--- src/rtl/pc_sequencer.sv ---
// pc_sequencer
//   Program-sequencing controller for the single-issue core. Owns the program
//   counter and the Start/Done handshake with the harness. It issues one
//   instruction at a time, stalls multi-cycle loads, applies relative branches,
//   detects the halt encoding and counts executed cycles (saturating).
//
// Ports
//   Clk          in   clock, rising edge
//   Reset_n      in   synchronous active-low reset
//   Start        in   one-cycle pulse, (re)starts execution at PC 0
//   Instr        in   [INSTR_W] instruction at PC (combinational ROM)
//   LdStSel      in   current instruction is a load
//   BranchRel    in   current instruction is a relative branch
//   Taken        in   branch condition from the ALU
//   BranchOffset in   [PC_W] two's-complement PC offset
//   PC           out  [PC_W] registered program counter
//   IssueEn      out  combinational; current instruction completes this cycle
//   Done         out  registered; program halted
//   CycleCount   out  [CNT_W] registered cycles spent in the current/last run
module pc_sequencer #(
   parameter int                 PC_W       = 10,
   parameter int                 INSTR_W    = 9,
   parameter logic [INSTR_W-1:0] HALT_INSTR = 9'h1FF,
   parameter int                 LD_LAT     = 2,
   parameter int                 CNT_W      = 16
) (
   input  logic               Clk,
   input  logic               Reset_n,
   input  logic               Start,
   input  logic [INSTR_W-1:0] Instr,
   input  logic               LdStSel,
   input  logic               BranchRel,
   input  logic               Taken,
   input  logic [PC_W-1:0]    BranchOffset,
   output logic [PC_W-1:0]    PC,
   output logic               IssueEn,
   output logic               Done,
   output logic [CNT_W-1:0]   CycleCount
);

   localparam logic [1:0] S_IDLE   = 2'd0;
   localparam logic [1:0] S_RUN    = 2'd1;
   localparam logic [1:0] S_WAIT   = 2'd2;
   localparam logic [1:0] S_HALTED = 2'd3;

   // With LD_LAT == 1 a load is indistinguishable from a single-cycle op.
   localparam bit         LOAD_STALLS = (LD_LAT > 1);
   localparam logic [3:0] WAIT_INIT   = 4'(LD_LAT - 1);

   logic [1:0]       state;
   logic [3:0]       wait_cnt;
   logic [PC_W-1:0]  pc_q;
   logic             done_q;
   logic [CNT_W-1:0] cnt_q;

   logic                   is_halt;
   logic                   load_stall;
   logic                   issue;
   logic signed [PC_W-1:0] offset_s;
   logic [PC_W-1:0]        pc_next;

   function automatic logic [CNT_W-1:0] sat_inc(input logic [CNT_W-1:0] v);
      return (&v) ? v : v + 1'b1;
   endfunction

   assign is_halt    = (Instr == HALT_INSTR);
   assign load_stall = LdStSel && LOAD_STALLS;
   assign offset_s   = $signed(BranchOffset);

   // Relative target wraps modulo 2^PC_W, as does the sequential increment.
   always_comb begin
      pc_next = pc_q + 1'b1;
      if (BranchRel && Taken)
         pc_next = $unsigned($signed(pc_q) + offset_s);
   end

   // Issue depends only on current state and the instruction in flight,
   // never on Start or Reset_n.
   always_comb begin
      issue = 1'b0;
      case (state)
         S_RUN:   issue = !is_halt && !load_stall;
         S_WAIT:  issue = (wait_cnt == 4'd1);
         default: issue = 1'b0;
      endcase
   end

   always_ff @(posedge Clk) begin
      if (!Reset_n) begin
         state    <= S_IDLE;
         wait_cnt <= '0;
         pc_q     <= '0;
         done_q   <= 1'b0;
         cnt_q    <= '0;
      end else if (Start) begin
         // Start aborts whatever is in flight, from any state.
         state    <= S_RUN;
         wait_cnt <= '0;
         pc_q     <= '0;
         done_q   <= 1'b0;
         cnt_q    <= '0;
      end else begin
         case (state)
            S_RUN: begin
               cnt_q <= sat_inc(cnt_q);
               if (is_halt) begin
                  state  <= S_HALTED;
                  done_q <= 1'b1;
               end else if (load_stall) begin
                  state    <= S_WAIT;
                  wait_cnt <= WAIT_INIT;
               end else begin
                  pc_q <= pc_next;
               end
            end
            S_WAIT: begin
               cnt_q    <= sat_inc(cnt_q);
               wait_cnt <= wait_cnt - 1'b1;
               if (wait_cnt == 4'd1) begin
                  state <= S_RUN;
                  pc_q  <= pc_next;
               end
            end
            default: ;
         endcase
      end
   end

   assign PC         = pc_q;
   assign IssueEn    = issue;
   assign Done       = done_q;
   assign CycleCount = cnt_q;

endmodule

--- config.mk ---
export PLATFORM = sky130hd
export DESIGN_NAME = pc_sequencer
export DESIGN_NICKNAME = d
export VERILOG_FILES = /design/src/rtl/pc_sequencer.sv
export SDC_FILE = /design/constraint.sdc
export NUM_CORES = 1
export LEC_CHECK = 0
export CAP_MARGIN = 40
export CORE_UTILIZATION = 53
export CTS_BUF_LIST = sky130_fd_sc_hd__clkbuf_4 sky130_fd_sc_hd__clkbuf_8 sky130_fd_sc_hd__clkbuf_16
export CTS_CLUSTER_DIAMETER = 30
export CTS_CLUSTER_SIZE = 24
export DETAILED_ROUTE_END_ITERATION = 8
export PLACE_DENSITY = 0.84
export SLEW_MARGIN = 5
export SYNTH_ARGS = -nofsm -noshare
export SYNTH_HDL_FRONTEND = slang
export SYNTH_SLANG_ARGS = --single-unit
--- constraint.sdc ---
create_clock -name Clk -period 4.3 [get_ports Clk]
set_input_delay 0.86 -clock Clk [delete_from_list [all_inputs] [get_ports Clk]]
set_output_delay 0.86 -clock Clk [all_outputs]
set_load 0.02 [all_outputs]
==> impl_results.html, run 1 <==
<table>
<tr><th>Metric</th><th>Value</th></tr>
<tr><th colspan="2">Outcome</th></tr>
<tr><td>Run status</td><td>complete, no violations</td></tr>
<tr><th colspan="2">GRT</th></tr>
<tr><td>Largest net degree at the start of global routing</td><td>19</td></tr>
<tr><td>Vias in the first global route</td><td>1,825</td></tr>
<tr><td>Met1 GRT Util</td><td>30.2%</td></tr>
<tr><td>Overflow left after global routing</td><td>0</td></tr>
<tr><td>Initial antenna violation count</td><td>0</td></tr>
<tr><td>Met2 usage</td><td>39.3%</td></tr>
<tr><td>Routing usage on met3</td><td>approximately 4.9%</td></tr>
<tr><td>Most Crowded Layer GR</td><td>met2</td></tr>
<tr><td>Wire length of the first global-routing pass</td><td>7.89 mm</td></tr>
<tr><td>Global routing usage summed across all routing layers</td><td>23.6%</td></tr>
<tr><th colspan="2">Timing</th></tr>
<tr><td>Slew Limit Fails</td><td>0</td></tr>
<tr><td>Maximum frequency from static timing analysis</td><td>0.278 GHz</td></tr>
<tr><td>Final number of hold-violating endpoints</td><td>0</td></tr>
<tr><td>Slew at the pin closest to its max-slew limit</td><td>between 0.6 and 0.7 ns</td></tr>
<tr><td>Final critical-path required period</td><td>3.60 ns</td></tr>
<tr><td>Layout Skew</td><td>0.00467 ns</td></tr>
<tr><td>Setup tns final</td><td>0 ns</td></tr>
<tr><td>Crit share post-route</td><td>a little over four fifths</td></tr>
<tr><td>Hold WS</td><td>0.509 ns</td></tr>
<tr><td>Final setup fails</td><td>0</td></tr>
<tr><td>Worst slew margin relative to its limit</td><td>55.5%</td></tr>
<tr><td>Unrepaired setup endpoints after global routing</td><td>false</td></tr>
<tr><th colspan="2">Routing</th></tr>
<tr><td>Count of antenna-violating nets left after detailed routing</td><td>0</td></tr>
<tr><td>DRC</td><td>0</td></tr>
<tr><td>Via density per instance</td><td>5.64</td></tr>
<tr><td>Total wirelength of the detailed-routed design</td><td>4.67 mm</td></tr>
<tr><td>Detailed-routing iteration count for the pre-antenna-repair pass</td><td>4</td></tr>
<tr><td>Drt first-iter violations</td><td>119</td></tr>
<tr><td>Count of vias placed by the detailed router</td><td>2,063</td></tr>
<tr><td>Routed wire length per instance</td><td>roughly 13 um</td></tr>
<tr><th colspan="2">Synthesis</th></tr>
<tr><td>Number of different library cells in the post-synthesis netlist</td><td>49</td></tr>
<tr><td>Mapped Nets</td><td>about 310</td></tr>
<tr><td>Number of instances in the synthesized netlist</td><td>266</td></tr>
<tr><td>FFs w/ async S/R, synth</td><td>0%</td></tr>
<tr><td>Synth Area per Inst</td><td>7.86 um2</td></tr>
<tr><td>Warnings from Yosys</td><td>0</td></tr>
<tr><td>Most used DFF post-synth</td><td>sky130_fd_sc_hd__dfxtp_1</td></tr>
<tr><td>Sequential share of the synthesized area</td><td>roughly a third</td></tr>
<tr><td>Flops &amp; latches, synth</td><td>33</td></tr>
<tr><td>Number of flops mapped to enable cells by yosys</td><td>0</td></tr>
<tr><td>Area of the mapped netlist</td><td>2090 um2</td></tr>
<tr><th colspan="2">Finish</th></tr>
<tr><td>Area growth syn-to-layout</td><td>30.6%</td></tr>
<tr><td>Share of final-layout standard cells stronger than drive strength 1</td><td>5.03%</td></tr>
<tr><td>Filler Cell Count</td><td>288</td></tr>
<tr><td>Multi-input combinational cell area</td><td>1340 um2</td></tr>
<tr><td>Seq. cell area</td><td>~660 um2</td></tr>
<tr><td>Net count reported at finish</td><td>359</td></tr>
<tr><td>Utilization of the core after routing</td><td>around three quarters</td></tr>
<tr><td>Diode insertion count for antenna repair</td><td>0</td></tr>
<tr><td>Non-Filler Cell Area, Final</td><td>between 2000 and 3000 um2</td></tr>
<tr><th colspan="2">Min path</th></tr>
<tr><td>Worst min-delay path class</td><td>register to register</td></tr>
<tr><td>Number of stages on the worst hold path</td><td>2</td></tr>
<tr><th colspan="2">Clocking</th></tr>
<tr><td>Clock insertion delay at the later pin of the skew report</td><td>0.28 ns</td></tr>
<tr><td>Clock-pin slew of the registers on the worst-case setup and hold paths</td><td>0.07 ns</td></tr>
<tr><td>Setup Buffers After CTS</td><td>0</td></tr>
<tr><td>Total number of H-tree levels</td><td>2</td></tr>
<tr><td>Quantity of gates resized following cts</td><td>0</td></tr>
<tr><td>Number of buffers on the longest clock path</td><td>2</td></tr>
<tr><td>CTS hold repair buffers</td><td>0</td></tr>
<tr><td>Clock tree from TritonCTS</td><td>done</td></tr>
<tr><td>CTS Root Cell</td><td>sky130_fd_sc_hd__clkbuf_8</td></tr>
<tr><td>Clock sink total</td><td>33</td></tr>
<tr><td>Number of clock buffers inserted by TritonCTS</td><td>5</td></tr>
<tr><th colspan="2">Floorplanning</th></tr>
<tr><td>Ports placed on the boundary</td><td>53</td></tr>
<tr><td>Die boundary width</td><td>roughly 65 um</td></tr>
<tr><td>Area of the core</td><td>3720 um2</td></tr>
<tr><td>Starting Density</td><td>56.3%</td></tr>
<tr><td>Cell Rows</td><td>22</td></tr>
<tr><td>Total Die Area</td><td>4200 um2</td></tr>
<tr><td>Chip height</td><td>~65 um</td></tr>
<tr><th colspan="2">Critical path</th></tr>
<tr><td>Critical path data arrival time</td><td>2.74 ns</td></tr>
<tr><td>Cell with the largest stage delay on the worst path</td><td>sky130_fd_sc_hd__clkdlybuf4s50_1</td></tr>
<tr><td>Cells traversed along the worst timing path</td><td>clkdlybuf4s50_1 -&gt; nand2_1 -&gt; nor4_1 -&gt; nor3b_2 -&gt; a21oi_1 -&gt; nor2_1 -&gt; clkdlybuf4s50_1</td></tr>
<tr><td>Req. time, crit path</td><td>3.44 ns</td></tr>
<tr><td>Cell with the most instances on the worst path</td><td>sky130_fd_sc_hd__clkdlybuf4s50_1</td></tr>
<tr><td>Setup Crit Path Kind</td><td>input pin to output port</td></tr>
<tr><td>Largest fanout on the critical path</td><td>4</td></tr>
<tr><td>R2R cell count</td><td>9</td></tr>
<tr><td>Delay contributed by the slowest stage of the critical path</td><td>0.53 ns</td></tr>
<tr><td>Critical path launch point type</td><td>input pin</td></tr>
<tr><td>Endpoint type of the worst setup path</td><td>output port</td></tr>
<tr><th colspan="2">Power and ir drop</th></tr>
<tr><td>Leak Pwr</td><td>0.979 nW</td></tr>
<tr><td>IR Drop Worst-Case VDD</td><td>0.231 mV</td></tr>
<tr><td>Post-layout power</td><td>671 uW</td></tr>
<tr><td>Power density over the cells</td><td>246 nW/um2</td></tr>
<tr><th colspan="2">Placed design</th></tr>
<tr><td>Routability congestion estimate</td><td>between 0.7 and 0.8</td></tr>
<tr><td>Final HPWL DP</td><td>3.52 mm</td></tr>
<tr><td>Post-placement cell area</td><td>2640 um2</td></tr>
<tr><td>Count of buffers from port buffering</td><td>52</td></tr>
<tr><th colspan="2">Job</th></tr>
<tr><td>Max-cap check violation count</td><td>0</td></tr>
</table>
## report_power, final
group / leakage, nW / internal (mW) / total, mW / switching (mW)
registers: 0.267 / 0.311 / 0.317 / 0.00661
logic: 0.664 / 0.0553 / 0.116 / 0.0607
clock network: 0.0477 / 0.133 / 0.238 / 0.104
total: 0.979 / 0.499 / 0.671 / 0.172
## synth_stat cells, types with 2 or more instances
master	n	area, um2
sky130_fd_sc_hd__nor2_1	41	154
sky130_fd_sc_hd__dfxtp_1	33	661
sky130_fd_sc_hd__nand2_1	22	82.6
sky130_fd_sc_hd__nand3_1	19	95.1
sky130_fd_sc_hd__a21oi_1	17	85.1
sky130_fd_sc_hd__ha_1	15	188
sky130_fd_sc_hd__inv_1	13	48.8
sky130_fd_sc_hd__o21ai_0	13	65.1
sky130_fd_sc_hd__xor2_1	12	105
sky130_fd_sc_hd__nor3_1	8	40.0
sky130_fd_sc_hd__xnor2_1	7	61.3
sky130_fd_sc_hd__a211oi_1	6	45.0
sky130_fd_sc_hd__clkbuf_1	6	22.5
sky130_fd_sc_hd__nand4_1	5	31.3
sky130_fd_sc_hd__a21o_1	3	22.5
sky130_fd_sc_hd__o21a_1	3	22.5
sky130_fd_sc_hd__a221oi_1	2	17.5
sky130_fd_sc_hd__a22oi_1	2	15.0
sky130_fd_sc_hd__a31oi_1	2	12.5
sky130_fd_sc_hd__and2_1	2	12.5
sky130_fd_sc_hd__nand2b_1	2	12.5
sky130_fd_sc_hd__nor3b_1	2	15.0
sky130_fd_sc_hd__o32ai_1	2	17.5
sky130_fd_sc_hd__o41ai_1	2	17.5
sky130_fd_sc_hd__or3_1	2	12.5
sky130_fd_sc_hd__or4_1	2	15.0
## worst paths after layout
path / startpoint / end / slack (ns)
hold / removal: wait_cnt[2] / wait_cnt[2] / 0.51
setup reg to reg: PC[0] / PC[8] / 1.94
setup / recovery: Instr[7] / IssueEn / 0.70
hold reg to reg: wait_cnt[2] / wait_cnt[2] / 0.51
## per-stage QoR
stage                     setup WS (ns)  cells
after floorplan                    1.73    266
after global placement            0.804    359
after detailed placement          0.698    359
after CTS                         0.701    366
after global routing              0.526    366
final                             0.702    366
## flip-flops by register name, summed over array words and instances (netlist names)
| name | cells |
|---|---|
| CycleCount | 16 |
| PC | 10 |
| wait_cnt | 4 |
| state | 2 |
| Done | 1 |
## worst max-delay path: cells and delay by family
kind                   cells  cell delay (ns)
and+or+nand+nor            4             0.73
buffers and inverters      2             1.00
AOI/OAI and AO/OA          1             0.14
## cells by family after synthesis
kind of cell | share of synthesized area [%]
compound gates | 18.9
fa+ha+maj | 9.93
buf+inv | 4.19
simple gates | 26.4
xor+xnor | 7.95
flops | 31.6
mux | 1.02
## cell type report
cell class              instances  area share, %
multi-input cells             212           49.2
flip-flops and latches         33           24.2
repair buffers                 53           19.3
clock buffers                   7           3.30
well taps                      48           2.20
inverters                      13           1.79
## placed cells by master (no fill, tap or decap), types with 2 or more instances in the layout
| master | instances |
|---|---|
| sky130_fd_sc_hd__o21ai_0 | 13 |
| sky130_fd_sc_hd__a21oi_1 | 17 |
| sky130_fd_sc_hd__nor2_1 | 41 |
| sky130_fd_sc_hd__inv_1 | 13 |
| sky130_fd_sc_hd__nand3_1 | 19 |
| sky130_fd_sc_hd__nor3b_1 | 2 |
| sky130_fd_sc_hd__nor3_1 | 8 |
| sky130_fd_sc_hd__xnor2_1 | 7 |
| sky130_fd_sc_hd__nand4_1 | 5 |
| sky130_fd_sc_hd__dfxtp_1 | 33 |
| sky130_fd_sc_hd__or3_1 | 2 |
| sky130_fd_sc_hd__o21a_1 | 3 |
| sky130_fd_sc_hd__or4_1 | 2 |
| sky130_fd_sc_hd__and2_1 | 2 |
| sky130_fd_sc_hd__o32ai_1 | 2 |
| sky130_fd_sc_hd__nand2_1 | 22 |
| sky130_fd_sc_hd__a21o_1 | 3 |
| sky130_fd_sc_hd__xor2_1 | 12 |
| sky130_fd_sc_hd__a22oi_1 | 2 |
| sky130_fd_sc_hd__a211oi_1 | 6 |
| sky130_fd_sc_hd__clkdlybuf4s50_1 | 52 |
| sky130_fd_sc_hd__clkbuf_8 | 6 |
| sky130_fd_sc_hd__o41ai_1 | 2 |
| sky130_fd_sc_hd__a221oi_1 | 2 |
| sky130_fd_sc_hd__ha_1 | 15 |
| sky130_fd_sc_hd__a31oi_1 | 2 |
| sky130_fd_sc_hd__nand2b_1 | 2 |
## per-layer routing
| metal | routed length (um) | vias up |
|---|---|---|
| li1 | - | 1051 |
| met1 | 2230 | 962 |
| met2 | 2200 | 45 |
| met3 | 203 | 5 |
| met4 | 31 | 0 |
| met5 | 0 | - |
No activity file was read; power rests on OpenSTA's default activity.
==> inputs of run 2 (changes only) <==
CORE_UTILIZATION = 44   (was 53)
PLACE_DENSITY = 0.75   (was 0.84)
clock period = 3.2 ns   (was 4.3 ns; I/O delays follow)
==> impl_results.html, run 2 (same netlist as run 1, synthesis figures left out) <==
<table>
<tr><th>Metric</th><th>Value</th></tr>
<tr><th colspan="2">Clocking</th></tr>
<tr><td>Setup Buffers After CTS</td><td>0 (unchanged)</td></tr>
<tr><td>Number of clock buffers inserted by TritonCTS</td><td>5 (unchanged)</td></tr>
<tr><td>Clock insertion delay at the later pin of the skew report</td><td>0.29 ns (about the same)</td></tr>
<tr><td>Number of buffers on the longest clock path</td><td>2 (unchanged)</td></tr>
<tr><td>Clock sink total</td><td>33 (unchanged)</td></tr>
<tr><td>Quantity of gates resized following cts</td><td>0 (unchanged)</td></tr>
<tr><td>Clock-pin slew of the registers on the worst-case setup and hold paths</td><td>0.07 ns (about the same)</td></tr>
<tr><td>CTS hold repair buffers</td><td>0 (unchanged)</td></tr>
<tr><td>CTS Root Cell</td><td>sky130_fd_sc_hd__clkbuf_8</td></tr>
<tr><td>Clock tree from TritonCTS</td><td>done</td></tr>
<tr><td>Total number of H-tree levels</td><td>2 (unchanged)</td></tr>
<tr><th colspan="2">Critical path</th></tr>
<tr><td>Critical path launch point type</td><td>input pin</td></tr>
<tr><td>Cell with the largest stage delay on the worst path</td><td>sky130_fd_sc_hd__clkdlybuf4s50_1</td></tr>
<tr><td>Critical path data arrival time</td><td>2.39 ns (-0.35 ns)</td></tr>
<tr><td>Req. time, crit path</td><td>2.56 ns (-0.88 ns)</td></tr>
<tr><td>Endpoint type of the worst setup path</td><td>output port</td></tr>
<tr><td>Delay contributed by the slowest stage of the critical path</td><td>0.54 ns (about the same)</td></tr>
<tr><td>Largest fanout on the critical path</td><td>2 (-2)</td></tr>
<tr><td>Cells traversed along the worst timing path</td><td>clkdlybuf4s50_1 -&gt; nand2_1 -&gt; nor4_1 -&gt; nor3b_2 -&gt; a21oi_1 -&gt; nor2_1 -&gt; clkdlybuf4s50_1</td></tr>
<tr><td>Setup Crit Path Kind</td><td>input pin to output port</td></tr>
<tr><td>Cell with the most instances on the worst path</td><td>sky130_fd_sc_hd__clkdlybuf4s50_1</td></tr>
<tr><th colspan="2">Routing</th></tr>
<tr><td>Routed wire length per instance</td><td>12.9 um (+0.77%)</td></tr>
<tr><td>Wire length on met1</td><td>2.28 mm (+2.0%)</td></tr>
<tr><td>Wire length on met2</td><td>2.27 mm (+3.0%)</td></tr>
<tr><td>Drt first-iter violations</td><td>103 (-13%)</td></tr>
<tr><td>Count of vias placed by the detailed router</td><td>2,061 (-0.097%)</td></tr>
<tr><td>Total wirelength of the detailed-routed design</td><td>4.78 mm (+2.4%)</td></tr>
<tr><td>Detailed-routing iteration count for the pre-antenna-repair pass</td><td>6 (+2)</td></tr>
<tr><td>Uppermost metal layer occupied by signal nets</td><td>met4</td></tr>
<tr><td>Via density per instance</td><td>5.54 (-1.7%)</td></tr>
<tr><td>DRC</td><td>1 (+1)</td></tr>
<tr><td>Met3 wire len</td><td>189 um (-6.9%)</td></tr>
<tr><td>Count of antenna-violating nets left after detailed routing</td><td>0 (unchanged)</td></tr>
<tr><th colspan="2">Power and ir drop</th></tr>
<tr><td>Leak Pwr</td><td>0.995 nW (+1.6%)</td></tr>
<tr><td>IR Drop Worst-Case VDD</td><td>0.299 mV (+30%)</td></tr>
<tr><td>Power density over the cells</td><td>349 nW/um2 (+42%)</td></tr>
<tr><th colspan="2">GRT</th></tr>
<tr><td>Overflow left after global routing</td><td>0 (unchanged)</td></tr>
<tr><td>Global routing usage summed across all routing layers</td><td>20.3% (-3.2 points)</td></tr>
<tr><td>Wire length of the first global-routing pass</td><td>8.30 mm (+5.2%)</td></tr>
<tr><td>Initial antenna violation count</td><td>0 (unchanged)</td></tr>
<tr><td>Largest net degree at the start of global routing</td><td>19 (unchanged)</td></tr>
<tr><td>Vias in the first global route</td><td>1,898 (+4.0%)</td></tr>
<tr><th colspan="2">Floorplanning</th></tr>
<tr><td>Area of the core</td><td>4470 um2 (+20%)</td></tr>
<tr><td>Total Die Area</td><td>5030 um2 (+20%)</td></tr>
<tr><td>Starting Density</td><td>46.8% (-9.5 points)</td></tr>
<tr><td>Cell Rows</td><td>24 (+9.1%)</td></tr>
<tr><td>Die boundary width</td><td>71.0 um (+9.5%)</td></tr>
<tr><td>Chip height</td><td>71.0 um (+9.5%)</td></tr>
<tr><td>Ports placed on the boundary</td><td>53 (unchanged)</td></tr>
<tr><th colspan="2">Timing</th></tr>
<tr><td>Final critical-path required period</td><td>3.03 ns</td></tr>
<tr><td>Slew Limit Fails</td><td>0 (unchanged)</td></tr>
<tr><td>Worst slew margin relative to its limit</td><td>50.4% (-5.0 points)</td></tr>
<tr><td>Layout Skew</td><td>0.00575 ns (+0.00108 ns)</td></tr>
<tr><td>Slew at the pin closest to its max-slew limit</td><td>0.743 ns (+0.0752 ns)</td></tr>
<tr><td>Crit share post-route</td><td>94.8%</td></tr>
<tr><td>Setup tns final</td><td>0 ns (unchanged)</td></tr>
<tr><td>Final number of hold-violating endpoints</td><td>0 (unchanged)</td></tr>
<tr><td>Final setup fails</td><td>0 (unchanged)</td></tr>
<tr><td>Maximum frequency from static timing analysis</td><td>0.330 GHz</td></tr>
<tr><td>Unrepaired setup endpoints after global routing</td><td>false</td></tr>
<tr><th colspan="2">Finish</th></tr>
<tr><td>Number of flip-flops under the largest register name</td><td>16 (unchanged)</td></tr>
<tr><td>Filler Cell Count</td><td>406 (+41%)</td></tr>
<tr><td>Diode insertion count for antenna repair</td><td>0 (unchanged)</td></tr>
<tr><td>Top library cells by usage in the layout, fill and taps aside</td><td>sky130_fd_sc_hd__clkdlybuf4s50_1 (52), sky130_fd_sc_hd__nor2_1 (41), sky130_fd_sc_hd__dfxtp_1 (33), sky130_fd_sc_hd__nand2_1 (22), sky130_fd_sc_hd__nand3_1 (19)</td></tr>
<tr><td>Share of final-layout standard cells stronger than drive strength 1</td><td>5.63% (+0.59 points)</td></tr>
<tr><td>Utilization of the core after routing</td><td>61.8% (-12 points)</td></tr>
<tr><td>Count of non-filler cells in the finished layout</td><td>372 (+1.6%)</td></tr>
<tr><td>Area growth syn-to-layout</td><td>32.2%</td></tr>
<tr><td>Net count reported at finish</td><td>361 (+0.56%)</td></tr>
<tr><td>Most common cell after layout, fill and taps aside</td><td>sky130_fd_sc_hd__clkdlybuf4s50_1</td></tr>
<tr><th colspan="2">Placed design</th></tr>
<tr><td>Final HPWL DP</td><td>3.60 mm (+2.1%)</td></tr>
<tr><td>Routability congestion estimate</td><td>0.782 (+2.6%)</td></tr>
<tr><td>Cell count after placement</td><td>365 (+1.7%)</td></tr>
<tr><td>Count of buffers from port buffering</td><td>52 (unchanged)</td></tr>
<tr><th colspan="2">Outcome</th></tr>
<tr><td>Run status</td><td>complete, but fails checks</td></tr>
<tr><td>Violations in the final reports</td><td>DRC</td></tr>
<tr><th colspan="2">Job</th></tr>
<tr><td>Max-cap check violation count</td><td>0 (unchanged)</td></tr>
<tr><th colspan="2">Min path</th></tr>
<tr><td>Worst min-delay path class</td><td>register to register</td></tr>
</table>
-- run 2: final cells by class --
class	count	area [um2]	area share, %
multi-input combinational	212	1340	48.6
timing repair buffer	55	543	19.6
clock inverter	2	35.0	1.27
tap	52	65.1	2.35
sequential	33	661	23.9
inverter	13	48.8	1.76
clock buffer	5	68.8	2.49
-- run 2: per-stage QoR --
step / total power, mW / instance area [um2] / hold WS, ns / setup slack, ns
final: 0.964 / 2770 / 0.494 / 0.168
after global routing: 1.01 / 2770 / 0.533 / 0.0409
after CTS: 0.970 / 2770 / 0.497 / 0.160
after detailed placement: 0.595 / 2660 / 0.479 / 0.168
after global placement: 0.592 / 2660 / 0.470 / 0.190
after floorplan: 0.535 / 2090 / 0.449 / 0.845
-- run 2: power breakdown --
part | leakage, nW | internal (mW) | switching (mW)
Clock | 0.0540 | 0.226 | 0.152
Sequential | 0.267 | 0.418 | 0.00914
Combinational | 0.674 | 0.0770 | 0.0822
-- run 2: worst paths after layout --
kind	end	cells after the start	slack, ns	startpoint
worst max-delay path	IssueEn	7	0.17	Instr[3]
worst min register to register	wait_cnt[2]	2	0.49	wait_cnt[2]
worst max register to register	PC[9]	8	0.86	PC[1]
worst min-delay path	wait_cnt[2]	2	0.49	wait_cnt[2]
-- run 2: critical path: cells and delay by family --
family                 cells  cell delay [ns]
buffers and inverters      2             1.00
AO/OA/AOI/OAI              1             0.13
AND/OR/NAND/NOR            4             0.63
-- run 2: layer usage --
metal | global-route usage [%] | vias to the layer above
met3 | 4.13 | 6
met4 | 5.33 | 0
met5 | 0 | -
met1 | 26.2 | 957
met2 | 34.7 | 37
li1 | - | 1061
==> inputs of run 3 (changes only) <==
RECOVER_POWER = 25   (was unset)
==> impl_results.html, run 3 (same netlist as run 1, synthesis figures left out) <==
<table>
<tr><th>Metric</th><th>Value</th></tr>
<tr><th colspan="2">Outcome</th></tr>
<tr><td>Run status</td><td>complete, but fails checks</td></tr>
<tr><td>Violations in the final reports</td><td>DRC</td></tr>
<tr><th colspan="2">Clocking</th></tr>
<tr><td>Number of clock buffers inserted by TritonCTS</td><td>5 (unchanged)</td></tr>
<tr><td>Setup Buffers After CTS</td><td>0 (unchanged)</td></tr>
<tr><td>Quantity of gates resized following cts</td><td>0 (unchanged)</td></tr>
<tr><td>CTS Root Cell</td><td>sky130_fd_sc_hd__clkbuf_8</td></tr>
<tr><td>Number of buffers on the longest clock path</td><td>2 (unchanged)</td></tr>
<tr><td>Clock-pin slew of the registers on the worst-case setup and hold paths</td><td>0.07 ns (about the same)</td></tr>
<tr><td>Clock sink total</td><td>33 (unchanged)</td></tr>
<tr><td>CTS hold repair buffers</td><td>0 (unchanged)</td></tr>
<tr><td>Clock insertion delay at the later pin of the skew report</td><td>0.29 ns (about the same)</td></tr>
<tr><td>Clock tree from TritonCTS</td><td>done</td></tr>
<tr><td>Total number of H-tree levels</td><td>2 (unchanged)</td></tr>
<tr><th colspan="2">Critical path</th></tr>
<tr><td>Worst reg2reg path startpoint</td><td>PC[1]</td></tr>
<tr><td>Largest fanout on the critical path</td><td>2 (unchanged)</td></tr>
<tr><td>Startpoint of the worst setup timing path</td><td>Instr[3]</td></tr>
<tr><td>Critical path data arrival time</td><td>2.39 ns (about the same)</td></tr>
<tr><td>Req. time, crit path</td><td>2.56 ns (about the same)</td></tr>
<tr><td>Register-to-Register Setup Slack</td><td>0.86 ns (about the same)</td></tr>
<tr><td>Endpoint type of the worst setup path</td><td>output port</td></tr>
<tr><td>Critical path launch point type</td><td>input pin</td></tr>
<tr><td>R2R cell count</td><td>8 (unchanged)</td></tr>
<tr><td>Worst Setup EP</td><td>IssueEn</td></tr>
<tr><td>R2R Path End</td><td>PC[9]</td></tr>
<tr><td>Setup Crit Path Kind</td><td>input pin to output port</td></tr>
<tr><th colspan="2">Routing</th></tr>
<tr><td>Via density per instance</td><td>5.53 (-0.24%)</td></tr>
<tr><td>Drt first-iter violations</td><td>102 (-0.97%)</td></tr>
<tr><td>DRC</td><td>1 (unchanged)</td></tr>
<tr><td>Routed wire length per instance</td><td>12.8 um (about the same)</td></tr>
<tr><td>Count of antenna-violating nets left after detailed routing</td><td>0 (unchanged)</td></tr>
<tr><td>Count of vias placed by the detailed router</td><td>2,056 (-0.24%)</td></tr>
<tr><td>Detailed-routing iteration count for the pre-antenna-repair pass</td><td>6 (unchanged)</td></tr>
<tr><td>Total wirelength of the detailed-routed design</td><td>4.78 mm (about the same)</td></tr>
<tr><th colspan="2">Power and ir drop</th></tr>
<tr><td>Power spent charging and discharging nets</td><td>243 uW (+0.14%)</td></tr>
<tr><td>Power Internal</td><td>719 uW (-0.19%)</td></tr>
<tr><td>Leak Pwr</td><td>1.04 nW (+4.3%)</td></tr>
<tr><td>Part of the power in registers</td><td>44.3% (about the same)</td></tr>
<tr><td>Combinational group share of total power</td><td>16.4% (about the same)</td></tr>
<tr><td>Clock share of power</td><td>39.3% (about the same)</td></tr>
<tr><td>Power density over the cells</td><td>349 nW/um2 (about the same)</td></tr>
<tr><td>Share of total power consumed by net switching</td><td>25.3% (+0.063 points)</td></tr>
<tr><td>IR Drop Worst-Case VDD</td><td>0.298 mV (-0.25%)</td></tr>
<tr><th colspan="2">Timing</th></tr>
<tr><td>Maximum frequency from static timing analysis</td><td>0.330 GHz (about the same)</td></tr>
<tr><td>Unrepaired setup endpoints after global routing</td><td>false</td></tr>
<tr><td>Crit share post-route</td><td>94.7% (about the same)</td></tr>
<tr><td>Slew Limit Fails</td><td>0 (unchanged)</td></tr>
<tr><td>Worst slew margin relative to its limit</td><td>50.8% (+0.35 points)</td></tr>
<tr><td>Setup tns final</td><td>0 ns (unchanged)</td></tr>
<tr><td>Final number of hold-violating endpoints</td><td>0 (unchanged)</td></tr>
<tr><td>Final setup fails</td><td>0 (unchanged)</td></tr>
<tr><td>Slew at the pin closest to its max-slew limit</td><td>0.738 ns (-0.00525 ns)</td></tr>
<tr><td>Layout Skew</td><td>0.00565 ns (-0.0000981 ns)</td></tr>
<tr><td>Final critical-path required period</td><td>3.03 ns (-0.000426 ns)</td></tr>
<tr><td>Hold WS</td><td>0.491 ns (-0.00321 ns)</td></tr>
<tr><th colspan="2">Placed design</th></tr>
<tr><td>Routability congestion estimate</td><td>0.782 (unchanged)</td></tr>
<tr><td>Final HPWL DP</td><td>3.60 mm (unchanged)</td></tr>
<tr><td>Count of buffers from port buffering</td><td>52 (unchanged)</td></tr>
<tr><th colspan="2">GRT</th></tr>
<tr><td>Initial antenna violation count</td><td>0 (unchanged)</td></tr>
<tr><td>Overflow left after global routing</td><td>0 (unchanged)</td></tr>
<tr><td>Vias in the first global route</td><td>1,898 (unchanged)</td></tr>
<tr><td>Largest net degree at the start of global routing</td><td>19 (unchanged)</td></tr>
<tr><td>Wire length of the first global-routing pass</td><td>8.30 mm (unchanged)</td></tr>
<tr><td>Global routing usage summed across all routing layers</td><td>20.3% (unchanged)</td></tr>
<tr><th colspan="2">Floorplanning</th></tr>
<tr><td>Starting Density</td><td>46.8% (unchanged)</td></tr>
<tr><td>Cell Rows</td><td>24 (unchanged)</td></tr>
<tr><td>Area of the core</td><td>4470 um2 (unchanged)</td></tr>
<tr><td>Total Die Area</td><td>5030 um2 (unchanged)</td></tr>
<tr><td>Die boundary width</td><td>71.0 um (unchanged)</td></tr>
<tr><td>Chip height</td><td>71.0 um (unchanged)</td></tr>
<tr><td>Ports placed on the boundary</td><td>53 (unchanged)</td></tr>
<tr><th colspan="2">Finish</th></tr>
<tr><td>Net count reported at finish</td><td>361 (unchanged)</td></tr>
<tr><td>Top library cells by usage in the layout, fill and taps aside</td><td>sky130_fd_sc_hd__nor2_1 (41), sky130_fd_sc_hd__clkdlybuf4s50_1 (38), sky130_fd_sc_hd__dfxtp_1 (33), sky130_fd_sc_hd__nand2_1 (22), sky130_fd_sc_hd__nand3_1 (19)</td></tr>
<tr><td>Number of flip-flops under the largest register name</td><td>16 (unchanged)</td></tr>
<tr><td>Diode insertion count for antenna repair</td><td>0 (unchanged)</td></tr>
<tr><td>Share of final-layout standard cells stronger than drive strength 1</td><td>5.31% (-0.31 points)</td></tr>
<tr><td>Most common cell after layout, fill and taps aside</td><td>sky130_fd_sc_hd__nor2_1</td></tr>
<tr><td>Area growth syn-to-layout</td><td>32.0%</td></tr>
<tr><th colspan="2">Min path</th></tr>
<tr><td>Worst min-delay path class</td><td>register to register</td></tr>
<tr><td>Number of stages on the worst hold path</td><td>2 (unchanged)</td></tr>
<tr><th colspan="2">Job</th></tr>
<tr><td>Max-cap check violation count</td><td>0 (unchanged)</td></tr>
</table>
-- run 3: cell types whose count changed in the layout (fill, tap and decap cells not counted), sizes merged --
cell and change:
dlygate4sd3 +14, buf -1, clkbuf +1, clkdlybuf4s50 -14
-- run 3: worst min-delay path by stage --
stage | startpoint | end | slack [ns]
after floorplan | wait_cnt[2] | wait_cnt[2] | 0.45
after global placement | wait_cnt[2] | wait_cnt[2] | 0.47
after detailed placement | Done | Done | 0.48
after CTS | wait_cnt[2] | wait_cnt[2] | 0.50
after global routing | Done | Done | 0.53
final | Done | Done | 0.49
-- run 3: worst max-delay path, cell delays in order --
cell,delay (ns)
sky130_fd_sc_hd__clkdlybuf4s50_1,0.46
sky130_fd_sc_hd__nand2_1,0.06
sky130_fd_sc_hd__nor4_1,0.42
sky130_fd_sc_hd__nor3b_2,0.10
sky130_fd_sc_hd__a21oi_1,0.13
sky130_fd_sc_hd__nor2_1,0.05
sky130_fd_sc_hd__clkdlybuf4s50_1,0.54
-- run 3: layer usage --
| layer | GRT usage [%] | wire length (um) | vias up |
|---|---|---|---|
| met1 | 26.2 | 2290 | 954 |
| li1 | - | - | 1061 |
| met5 | 0 | 0 | - |
| met2 | 34.7 | 2250 | 35 |
| met4 | 5.33 | 45 | 0 |
| met3 | 4.13 | 185 | 6 |
-- run 3: area by class of cell --
cell class,count,area (um2)
clock buffers,5,68.8
clock inverters,2,35.0
fillers,405,1710
inverters,13,48.8
multi-input cells,212,1340
flip-flops and latches,33,661
well taps,52,65.1
repair buffers,55,539
-- run 3: power by group through the flow --
| stage | clock [mW] | combinational [mW] | sequential [mW] |
|---|---|---|---|
| after floorplan | 0 | 0.0972 | 0.438 |
| after detailed placement | 0 | 0.159 | 0.436 |
| after global routing | 0.409 | 0.176 | 0.428 |
| after CTS | 0.384 | 0.160 | 0.427 |
| final | 0.378 | 0.158 | 0.427 |
| after global placement | 0 | 0.157 | 0.435 |
-- run 3: stage by stage --
step           cells  power [mW]  util, %  setup slack (ns)  instance area [um2]
2_1_floorplan    266       0.535        -             0.845                 2090
3_5_place_dp     365       0.595     59.5             0.168                 2660
4_1_cts          372       0.970     61.8             0.160                 2770
3_3_place_gp     365       0.592     59.5             0.190                 2660
6_report         372       0.963     61.7             0.168                 2760
5_1_grt          372        1.01     61.7            0.0409                 2760
